`src/rtl/uart_rx_param.sv`:
```
// Parameterized UART receiver: 2-flop synchronizer, mid-bit sampling FSM, one-word output buffer with overrun flag.
// Optional parity checking is compiled in with `define UART_RX_PARITY_EN.
module uart_rx_param #(
    parameter int CLKS_PER_BIT = 16,
    parameter int DATA_BITS    = 8,
    parameter int STOP_BITS    = 1,
    parameter int PARITY_ODD   = 0
) (
    input  logic                 clk,
    input  logic                 rst,
    input  logic                 rx,
    output logic [DATA_BITS-1:0] data,
    output logic                 valid,
    input  logic                 ready,
    output logic                 frame_err,
    output logic                 parity_err,
    output logic                 overrun,
    output logic [2:0]           state
);
    localparam int CW = $clog2(CLKS_PER_BIT) + 1;
    localparam logic [CW-1:0] FULL   = CW'(CLKS_PER_BIT - 1);
    localparam logic [CW-1:0] HALF   = CW'(CLKS_PER_BIT / 2 - 1);
    localparam logic [3:0]    LAST_D = 4'(DATA_BITS - 1);
    localparam logic [3:0]    LAST_S = 4'(STOP_BITS - 1);

    typedef enum logic [2:0] {
        IDLE   = 3'd0,
        START  = 3'd1,
        DATA   = 3'd2,
        PARITY = 3'd3,
        STOP   = 3'd4
    } state_t;

    state_t               st;
    logic                 rx_meta, rxs;
    logic [CW-1:0]        cnt;
    logic [3:0]           bit_idx;
    logic [DATA_BITS-1:0] shreg;
    logic                 ferr_acc;
    logic                 hs;
`ifdef UART_RX_PARITY_EN
    logic                 perr_acc;
`else
    assign parity_err = 1'b0;
`endif

    assign hs    = valid && ready;
    assign state = st;

    always_ff @(posedge clk or negedge rst) begin
        if (!rst) begin
            rx_meta <= 1'b1;
            rxs     <= 1'b1;
        end else begin
            rx_meta <= rx;
            rxs     <= rx_meta;
        end
    end

    always_ff @(posedge clk or negedge rst) begin
        if (!rst) begin
            st        <= IDLE;
            cnt       <= '0;
            bit_idx   <= '0;
            shreg     <= '0;
            ferr_acc  <= 1'b0;
            data      <= '0;
            valid     <= 1'b0;
            frame_err <= 1'b0;
            overrun   <= 1'b0;
`ifdef UART_RX_PARITY_EN
            perr_acc   <= 1'b0;
            parity_err <= 1'b0;
`endif
        end else begin
            // Handshake clears first; a word loaded this same cycle overrides valid below.
            if (hs) begin
                valid   <= 1'b0;
                overrun <= 1'b0;
            end
            case (st)
                IDLE: begin
                    cnt      <= '0;
                    bit_idx  <= '0;
                    ferr_acc <= 1'b0;
`ifdef UART_RX_PARITY_EN
                    perr_acc <= 1'b0;
`endif
                    if (!rxs) st <= START;
                end
                START: begin
                    if (cnt == HALF) begin
                        cnt <= '0;
                        st  <= rxs ? IDLE : DATA;
                    end else begin
                        cnt <= cnt + 1'b1;
                    end
                end
                DATA: begin
                    if (cnt == FULL) begin
                        cnt     <= '0;
                        shreg   <= {rxs, shreg[DATA_BITS-1:1]};
                        bit_idx <= bit_idx + 1'b1;
                        if (bit_idx == LAST_D) begin
                            bit_idx <= '0;
`ifdef UART_RX_PARITY_EN
                            st <= PARITY;
`else
                            st <= STOP;
`endif
                        end
                    end else begin
                        cnt <= cnt + 1'b1;
                    end
                end
`ifdef UART_RX_PARITY_EN
                PARITY: begin
                    if (cnt == FULL) begin
                        cnt      <= '0;
                        perr_acc <= ((^shreg) ^ rxs) != PARITY_ODD[0];
                        st       <= STOP;
                    end else begin
                        cnt <= cnt + 1'b1;
                    end
                end
`endif
                STOP: begin
                    if (cnt == FULL) begin
                        cnt     <= '0;
                        bit_idx <= bit_idx + 1'b1;
                        if (!rxs) ferr_acc <= 1'b1;
                        // Leave at the last stop midpoint so a following start edge is not missed.
                        if (bit_idx == LAST_S) begin
                            bit_idx <= '0;
                            st      <= IDLE;
                            if (!valid || ready) begin
                                data       <= shreg;
                                frame_err  <= ferr_acc | ~rxs;
`ifdef UART_RX_PARITY_EN
                                parity_err <= perr_acc;
`endif
                                valid      <= 1'b1;
                            end else begin
                                overrun <= 1'b1;
                            end
                        end
                    end else begin
                        cnt <= cnt + 1'b1;
                    end
                end
                default: st <= IDLE;
            endcase
        end
    end
endmodule

```
`config.mk`:
```
export PLATFORM = sky130hd
export DESIGN_NAME = uart_rx_param
export DESIGN_NICKNAME = d
export VERILOG_FILES = /design/src/rtl/uart_rx_param.sv
export SDC_FILE = /design/constraint.sdc
export NUM_CORES = 1
export LEC_CHECK = 0
export ABC_CLOCK_PERIOD_IN_PS = 4700
export CAP_MARGIN = 20
export CORE_MARGIN = 5
export CORE_UTILIZATION = 59
export CTS_BUF_LIST = sky130_fd_sc_hd__clkbuf_16
export CTS_CLUSTER_SIZE = 24
export DETAILED_ROUTE_END_ITERATION = 10
export GPL_ROUTABILITY_DRIVEN = 0
export PLACE_DENSITY = 0.81
export SETUP_SLACK_MARGIN = 0.5
export SLEW_MARGIN = 0
export SYNTH_ARGS = -nofsm -noshare
export SYNTH_HDL_FRONTEND = slang
export SYNTH_SLANG_ARGS = --single-unit
export TNS_END_PERCENT = 100
```
`constraint.sdc`:
```
create_clock -name clk -period 4.7 [get_ports clk]
set_input_delay 1.175 -clock clk [delete_from_list [all_inputs] [get_ports clk]]
set_output_delay 1.175 -clock clk [all_outputs]
set_load 0.01 [all_outputs]
```
# Yosys cells after proc, flatten, opt, wreduce, memory -nomap -nowiden
# Index checks and enable logic that the tools add are counted.
[word_totals]
ff_bits = 34
output_inout_bits = 15
in_bits = 4
word_cells = 71
[op_classes]
n_reduce_logical = 14
eq_ne = 13
bitwise = 2
muxes = 29
n_addsub = 2
[op_table]
columns = ["op", "n"]
rows = [
  ["2-to-1 mux 3 bit", 6],
  ["2-to-1 mux 4 bit", 4],
  ["one-hot mux 5 bit (3 select lines)", 1],
  ["inequality test 2 bit (second input constant)", 7],
  ["2-to-1 mux 1 bit", 12],
  ["one-hot mux 3 bit (4 select lines)", 1],
  ["one-hot mux 4 bit (3 select lines)", 1],
  ["2-to-1 mux 5 bit", 2],
  ["AND reduction 3 bit", 2],
  ["AND reduction 6 bit", 1],
  ["nonzero test 3 bit", 2],
  ["adder 5 x 1 -> 5 bit (second input constant)", 1],
  ["== test 5 x 3 -> 1 bit (second input constant)", 1],
  ["== test 5 x 4 -> 1 bit (second input constant)", 1],
  ["adder 4 x 1 -> 4 bit (second input constant)", 1],
  ["== test 4 x 3 -> 1 bit (second input constant)", 1],
  ["logical NOT 4 bit", 1],
  ["AND reduction 4 bit", 1],
  ["== test 3 x 1 -> 1 bit (second input constant)", 1],
  ["== test 3 x 2 -> 1 bit (second input constant)", 1],
  ["== test 3 bit (second input constant)", 1],
  ["logical NOT 3 bit", 1],
  ["2-to-1 mux 2 bit", 1],
  ["one-hot mux 1 bit (2 select lines)", 1],
  ["8 further kinds", 8],
]

# Logic depth before layout (Yosys ltp)
# Gate-level depths: netlist (run 1).
[depth]
ltp_word = 6
ltp_mapped = 6
ltp_nobuf = 6

# Least setup slack after synthesis (run 1)
# Ideal clock, no wire load.
[synth_timing]
path_kind = "in2reg"
start = "input port ready"
end = "register data[0]"
t_required_ns = 4.575
slack_ns = 2.770
cell_stages = 3
setup_time_ns = 0.125
t_arrival_ns = 1.806
path_buffers = 0
path_cell_list = "inv_1 a21oi_4 mux2_2"
[synth_via]
elab_chain_len = 2
[synth_lines]
columns = ["element", "line_no", "text"]
rows = [
  ["start: declaration", "14", "input logic ready,"],
  ["logical OR 1 bit", "136", "if (!valid || ready) begin"],
  ["AND reduction 4 bit (no source line)", "-", ""],
  ["end signal: assignment", "137", "data <= shreg;"],
  ["end: declaration", "12", "output logic [DATA_BITS-1:0] data,"],
]
# Every way passes these cells.
# A chain may end at the register's enable or synchronous reset.

# Worst setup path in the final report (run 1)
[layout_timing]
start = "register st[0], in the netlist state[0]"
end = "output port state[0]"
[layout_lines]
columns = ["element", "line_no", "text"]
rows = [
  ["start: declaration", "34", "state_t st;"],
  ["start signal: assignment", "94", "st <= rxs ? IDLE : DATA;"],
  ["end: declaration", "18", "output logic [2:0] state"],
]
# No word-level cell between the ends.

==> metrics.log, run 1 <==
INFO  metric unrepaired_setup_endpoints_after_global_routing = no
INFO  metric cp_slowest_cell = clkdlybuf4s50_1
INFO  metric final.fill_count = roughly 190
INFO  metric startpoint_type = flip-flop
INFO  metric drt-vias-per-instance = ~6
INFO  metric synth_seq_area_share = roughly 51%
INFO  metric critical_path.max_stage_delay = 0.63 ns
INFO  metric die_area = ~0.004 mm²
INFO  metric cp_cell_sequence = clkdlybuf4s50_1
INFO  metric die_h = around 63 µm
INFO  metric max_freq = approximately 370 MHz
INFO  metric clock_insertion_delay_worst_skew = ~0.28 ns
INFO  metric postLayoutCellArea = 0.00204 mm²
INFO  metric core-area = about 0.0027 mm²
INFO  metric post-route-drc-count = 0
INFO  metric avgSynthCellArea = around 11 µm²
INFO  metric grt_use_total = between 15 and 20%
INFO  metric worst_skew = around 0.0042 ns
INFO  metric layout-area-overhead-vs-synth = 22.6%
INFO  metric grt_pass1_vias = about 1200
INFO  metric post-cts-setup-buffer-count = 0
INFO  metric criticalPathCategory = reg2out
INFO  metric power.density = roughly 450 mW/mm²
INFO  metric synthesized_instance_count = 150
INFO  metric worst_ep_required = 3.52 ns
INFO  metric std_cell_rows = 19
INFO  metric cts.sinks = 34
INFO  metric synth_nets = approximately 160
INFO  metric final-setup-viol-count = 0
INFO  metric critical_path.endpoint_type = output pin
INFO  metric post_synth_edffs = 0
INFO  metric outcome = finished clean
INFO  metric antenna_violations_before_repair = 0
INFO  metric final_common_cell = dfrtp_1
INFO  metric wirelength = around 3100 µm
INFO  metric largest_cells_by_area_after_synthesis = dfrtp_1 48%, mux2_2 12%, a21oi_1 3.3%
INFO  metric final_cell_mix = 32 x dfrtp_1, 17 x mux2_2, 17 x clkdlybuf4s50_1, 11 x nor2_1, 11 x a21oi_1
INFO  metric cts-resized-gates = 0
INFO  metric synth_flop_cell = dfrtp_1
INFO  metric number_of_warnings_reported_in_the_yosys_synthesis_log = 0
INFO  metric power.ir.vdd_worst = 0.000397 V
INFO  metric worst-path-buf-inv = 1
INFO  metric htree_num_levels = 2
INFO  metric finalHoldViolations = 0
INFO  metric place.port_buffers = 17
INFO  metric route.antenna.remaining_nets = 0
INFO  metric biggest_fanout_along_the_worst_timing_path = 15
INFO  metric path_delay_family = buffers and inverters
INFO  metric leakagePower = 0.920 nW
INFO  metric netlist-cell-type-count = 42
INFO  metric die_width = about 63 µm
INFO  metric drt_first_iter_violations = between 40 and 50
INFO  metric max_cap_viol_count = 0
INFO  metric grt_first_pass_wirelength = around 5500 µm
INFO  metric highest_layer = met4
INFO  metric post_route_cells_drive_above_1_share = 21.2%
INFO  metric critical_path_arrival = roughly 1.5 ns
INFO  metric cts.clk_slew.worst_paths = roughly 0.050 ns
INFO  metric grt_max_degree = 35
INFO  metric n_antenna_cell = 0
INFO  metric max-clock-path-buffers = 2
INFO  metric globalRouteOverflowTotal = 0
INFO  metric min_period_over_period = 57.4%
INFO  metric firstDrtPassIters = 4
INFO  metric period_needed = ~2.7 ns
INFO  metric vias = 1204
INFO  metric final_net_count = 177
INFO  metric floorplan.initialDensity = roughly three fifths
INFO  metric flop_and_latch_count_out_of_synthesis = 34
INFO  metric clockRootBuffer = clkbuf_16
INFO  metric post-synth-top-area-cell = dfrtp_1
INFO  metric routed_wirelength_normalized_by_instance_count = between 15 and 20 µm
INFO  metric dr_wl_met3 = roughly 190 µm
INFO  metric hold_buffers = 0
INFO  metric tritoncts.num_buffers = 5
INFO  metric finalMaxSlewViolations = 0
INFO  metric clock_tree_from_tritoncts = yes
INFO  metric detailed_place.area = 0.00185 mm²
INFO  metric detailroute.wirelength.met2 = approximately 1600 µm
INFO  metric share_of_async_settable_or_async_resettable_flops_after_synthesis = 100%
INFO  metric place.detailed.hpwl = 2120 µm
INFO  metric synth_top_cell_area_share = between 40% and 50%
INFO  metric m1WireLength = around 1300 µm
INFO  metric syn-cell-area = around 0.0017 mm²
INFO  metric setup_total_negative_slack = 0 ns
INFO  metric num_io_pins = 19
INFO  metric type_of_the_most_critical_hold_path = reg2reg
sequential cells by signal, indices dropped and copies added (netlist names):
signal	flops
state	3
shreg	8
rx_meta	1
overrun	1
rxs	1
data	8
cnt	5
frame_err	1
valid	1
bit_idx	4
ferr_acc	1
kinds of logic after synthesis:
logic type,Yosys count,share of synthesized area [%]
AND/OR/NAND/NOR,42,15.4
flip-flops,34,51.3
AO/OA/AOI/OAI,32,12.2
multiplexers,18,12.1
buffers and inverters,16,4.06
adder cells (fa/ha/maj),6,4.21
other,1,0.226
XOR/XNOR,1,0.527
where the power goes:
group	switching, mW	total, mW	internal (mW)	leakage (nW)
clock	0.113	0.415	0.301	0.0915
combinational	0.0750	0.134	0.0593	0.369
sequential	0.0434	0.359	0.316	0.459
Yosys cell counts, types with 2 or more instances:
cell / count
nand3_1: 4
mux2_2: 17
a21oi_1: 11
dfrtp_1: 32
nand2_1: 9
o21ai_0: 8
nor2_1: 11
o2bb2ai_1: 2
ha_1: 4
o22ai_1: 2
maj3_1: 2
buf_2: 2
a31oi_1: 3
or2_2: 2
dfstp_2: 2
clkbuf_1: 2
nand2b_1: 3
inv_1: 10
worst paths after layout:
| check | depth (start not counted) | to | startpoint | slack (ns) |
|---|---|---|---|---|
| hold / removal | 0 | rxs$_DFF_PN1_ | rx_meta$_DFF_PN1_ | 0.36 |
| setup / recovery | 1 | state[0] | state[0]$_DFFE_PN0P_ | 2.00 |
| setup reg to reg | 5 | frame_err$_DFFE_PN0P_ | cnt[0]$_DFFE_PN0P_ | 2.74 |
| hold reg to reg | 0 | rxs$_DFF_PN1_ | rx_meta$_DFF_PN1_ | 0.36 |
| max in group asynchronous | 2 | rx_meta$_DFF_PN1_ | rst | 3.08 |
| min in group asynchronous | 2 | bit_idx[3]$_DFFE_PN0P_ | rst | 1.29 |
per-stage QoR:
stage	hold slack, ns	total power [mW]	setup WS [ns]	cells	util [%]
2_1_floorplan	0.345	0.458	2.77	150	-
3_3_place_gp	0.347	0.488	2.19	193	67.6
3_5_place_dp	0.351	0.496	2.13	193	67.6
4_1_cts	0.359	0.913	2.01	201	74.6
5_1_grt	0.365	0.951	1.95	201	74.6
6_report	0.357	0.908	2.00	201	74.6
layout make-up:
type | instances | area (µm²) | share of cell area [%]
sequential | 34 | 853 | 41.9
multi-input combinational | 100 | 742 | 36.4
timing repair buffer | 18 | 178 | 8.72
clock buffer | 5 | 125 | 6.14
clock inverter | 3 | 63.8 | 3.13
tap | 31 | 38.8 | 1.90
inverter | 10 | 37.5 | 1.84
routing by layer:
layer	track usage, %	vias to the layer above
met4	7.16	0
met3	4.44	7
met5	0	-
met2	29.5	35
li1	-	569
met1	21.1	593
Note: power is estimated with default switching activity, not from simulation.
==> inputs of run 2 (changes only) <==
- ABC_CLOCK_PERIOD_IN_PS: 4700 -> 2500
- CORE_UTILIZATION: 59 -> 55
- PLACE_DENSITY: 0.81 -> 0.76
- clock period: 4.7 -> 2.5 ns (I/O delays scaled with it)
==> run 2 against run 1 <==
Register-to-register slack lost 2.1 ns. Clock power grew 90%. Power grew 93%. Cell area grew 2.6%. Sequential share of layout area shrank 0.90 points. Worst setup slack lost 1.4 ns. Core utilization shrank 4.3 points. Die area grew 6.1%. Clock-buffer cell count is the same. Critical endpoint is now state[2]. Via count grew 1.2%. Non-clock buffer count grew 6.
==> metrics.log, run 2 (synthesis gave the netlist of run 1 again) <==
INFO  metric outcome = finished clean
INFO  metric final_net_count = 183 (+3.4%)
INFO  metric cts.sinks = 34 (unchanged)
INFO  metric critical_path.max_stage_delay = 0.57 ns (-0.06 ns)
INFO  metric place.port_buffers = 17 (unchanged)
INFO  metric clock_tree_from_tritoncts = yes
INFO  metric path_delay_family = buffers and inverters
INFO  metric period_needed = 1.92 ns
INFO  metric die_area = 0.00422 mm² (+6.1%)
INFO  metric power.density = 840 mW/mm² (+89%)
INFO  metric tritoncts.num_buffers = 5 (unchanged)
INFO  metric die_h = 65.0 µm (+3.0%)
INFO  metric hold_buffers = 0 (unchanged)
INFO  metric criticalPathCategory = reg2out
INFO  metric final-setup-viol-count = 0 (unchanged)
INFO  metric cp_cell_sequence = clkdlybuf4s50_1
INFO  metric biggest_fanout_along_the_worst_timing_path = 10 (-5)
INFO  metric floorplan.initialDensity = 55.8% (-5.0 points)
INFO  metric drt-vias-per-instance = 5.83 (-2.6%)
INFO  metric power.ir.vdd_worst = 0.000636 V (+60%)
INFO  metric dp.cells = 195 (+1.0%)
INFO  metric post_route_cells_drive_above_1_share = 26.1% (+5.0 points)
INFO  metric place.detailed.hpwl = 2260 µm (+6.7%)
INFO  metric worst_ep_required = 1.88 ns (-1.64 ns)
INFO  metric worst-path-buf-inv = 1 (unchanged)
INFO  metric layout-area-overhead-vs-synth = 25.8%
INFO  metric grt_pass1_vias = 1196 (-0.91%)
INFO  metric vias = 1219 (+1.2%)
INFO  metric std_cell_rows = 20 (+1)
INFO  metric post-route-drc-count = 0 (unchanged)
INFO  metric min_period_over_period = about 77%
INFO  metric final.fill_count = 219 (+16%)
INFO  metric finalNonFillerCells = 209 (+4.0%)
INFO  metric grt_first_pass_wirelength = 5490 µm (-0.51%)
INFO  metric num_io_pins = 19 (unchanged)
INFO  metric startpoint_type = flip-flop
INFO  metric largest_registers = data x8, shreg x8, cnt x5
INFO  metric max_freq = a little over 500 MHz
INFO  metric grt_max_degree = 35 (unchanged)
INFO  metric die_width = 65.0 µm (+3.0%)
INFO  metric finalHoldViolations = 0 (unchanged)
INFO  metric cp_slowest_cell = clkdlybuf4s50_1
INFO  metric critical_path.endpoint_type = output pin
INFO  metric htree_num_levels = 2 (unchanged)
INFO  metric routed_wirelength_normalized_by_instance_count = 16.0 µm (+1.9%)
INFO  metric max_cap_viol_count = 0 (unchanged)
INFO  metric globalRouteOverflowTotal = 0 (unchanged)
INFO  metric grt_use_total = 17.6% (+0.15 points)
INFO  metric finalMaxSlewViolations = 0 (unchanged)
INFO  metric route.antenna.remaining_nets = 0 (unchanged)
INFO  metric wirelength = 3340 µm (+6.0%)
INFO  metric critical_path_arrival = 1.30 ns (-0.22 ns)
INFO  metric max-clock-path-buffers = 2 (unchanged)
INFO  metric unrepaired_setup_endpoints_after_global_routing = no
INFO  metric clock_insertion_delay_worst_skew = 0.28 ns (about the same)
INFO  metric cts.clk_slew.worst_paths = 0.05 ns (about the same)
INFO  metric core-area = 0.00298 mm² (+8.9%)
INFO  metric drt_first_iter_violations = 57 (+33%)
INFO  metric final_common_cell = dfrtp_1
INFO  metric setup_total_negative_slack = 0 ns (unchanged)
INFO  metric type_of_the_most_critical_hold_path = reg2reg
INFO  metric firstDrtPassIters = 5 (+1)
INFO  metric worst_skew = 0.00366 ns (-0.000564 ns)
INFO  metric antenna_violations_before_repair = 0 (unchanged)
INFO  metric clockRootBuffer = clkbuf_16
INFO  metric leakagePower = 0.944 nW (+2.6%)
INFO  metric n_antenna_cell = 0 (unchanged)
INFO  metric final_cell_mix = 29 x dfrtp_1, 17 x mux2_2, 17 x clkdlybuf4s50_1, 11 x nor2_1, 11 x a21oi_1
## run 2: cell count changes in the layout (fill, tap and decap cells not counted), sizes merged
cell,before,now
buf,1,7
## run 2: area by class of cell
cell class              count  area, µm²  area share, %
multi-input cells         100        744           35.6
clock inverters             3       63.8           3.05
repair buffers             24        223           10.6
well taps                  33       41.3           1.97
flip-flops and latches     34        857           41.0
inverters                  10       37.5           1.79
clock buffers               5        125           5.98
## run 2: path summary, 6_finish.rpt
path	start	endpoint	slack, ns	cells after the start
worst max-delay path	state[2]$_DFFE_PN0P_	state[2]	0.58	1
worst min-delay path	rx_meta$_DFF_PN1_	rxs$_DFF_PN1_	0.36	0
worst max register to register	bit_idx[0]$_DFFE_PN0P_	data[4]$_DFFE_PN0P_	0.62	6
worst min register to register	rx_meta$_DFF_PN1_	rxs$_DFF_PN1_	0.36	0
max in group asynchronous	rst	rx_meta$_DFF_PN1_	1.43	2
min in group asynchronous	rst	bit_idx[0]$_DFFE_PN0P_	0.74	2
## run 2: stage by stage
step                worst slack [ns]  hold WS, ns  power (mW)  area, µm²  utilization, %
floorplan                      0.803        0.329       0.860       1660               -
global placement               0.519        0.346       0.920       1850            62.2
detailed placement             0.488        0.356       0.936       1850            62.2
CTS                            0.482        0.364        1.74       2040            68.7
global route                   0.515        0.370        1.84       2090            70.3
finish                         0.575        0.362        1.76       2090            70.3
## run 2: metal layers
| metal | routed length [µm] | GRT usage, % | share of wire (%) |
|---|---|---|---|
| met1 | 1380 | 20.7 | 41 |
| met2 | 1670 | 28.4 | 50 |
| met3 | 206 | 5.72 | 6.2 |
| met4 | 81 | 9.76 | 2.4 |
| met5 | 0 | 0 | 0 |
## run 2: where the power goes
group / total (mW) / switching (mW) / internal (mW)
clock: 0.789 / 0.222 / 0.567
combinational: 0.306 / 0.166 / 0.139
sequential: 0.662 / 0.0671 / 0.595
total: 1.76 / 0.455 / 1.30
## run 2: what timing repair did
| action | in CTS | in global routing |
|---|---|---|
| buffers inserted | 0 | 6 |
| gates resized for setup | 3 | 1 |
| endpoints found under the setup margin | 3 | 6 |
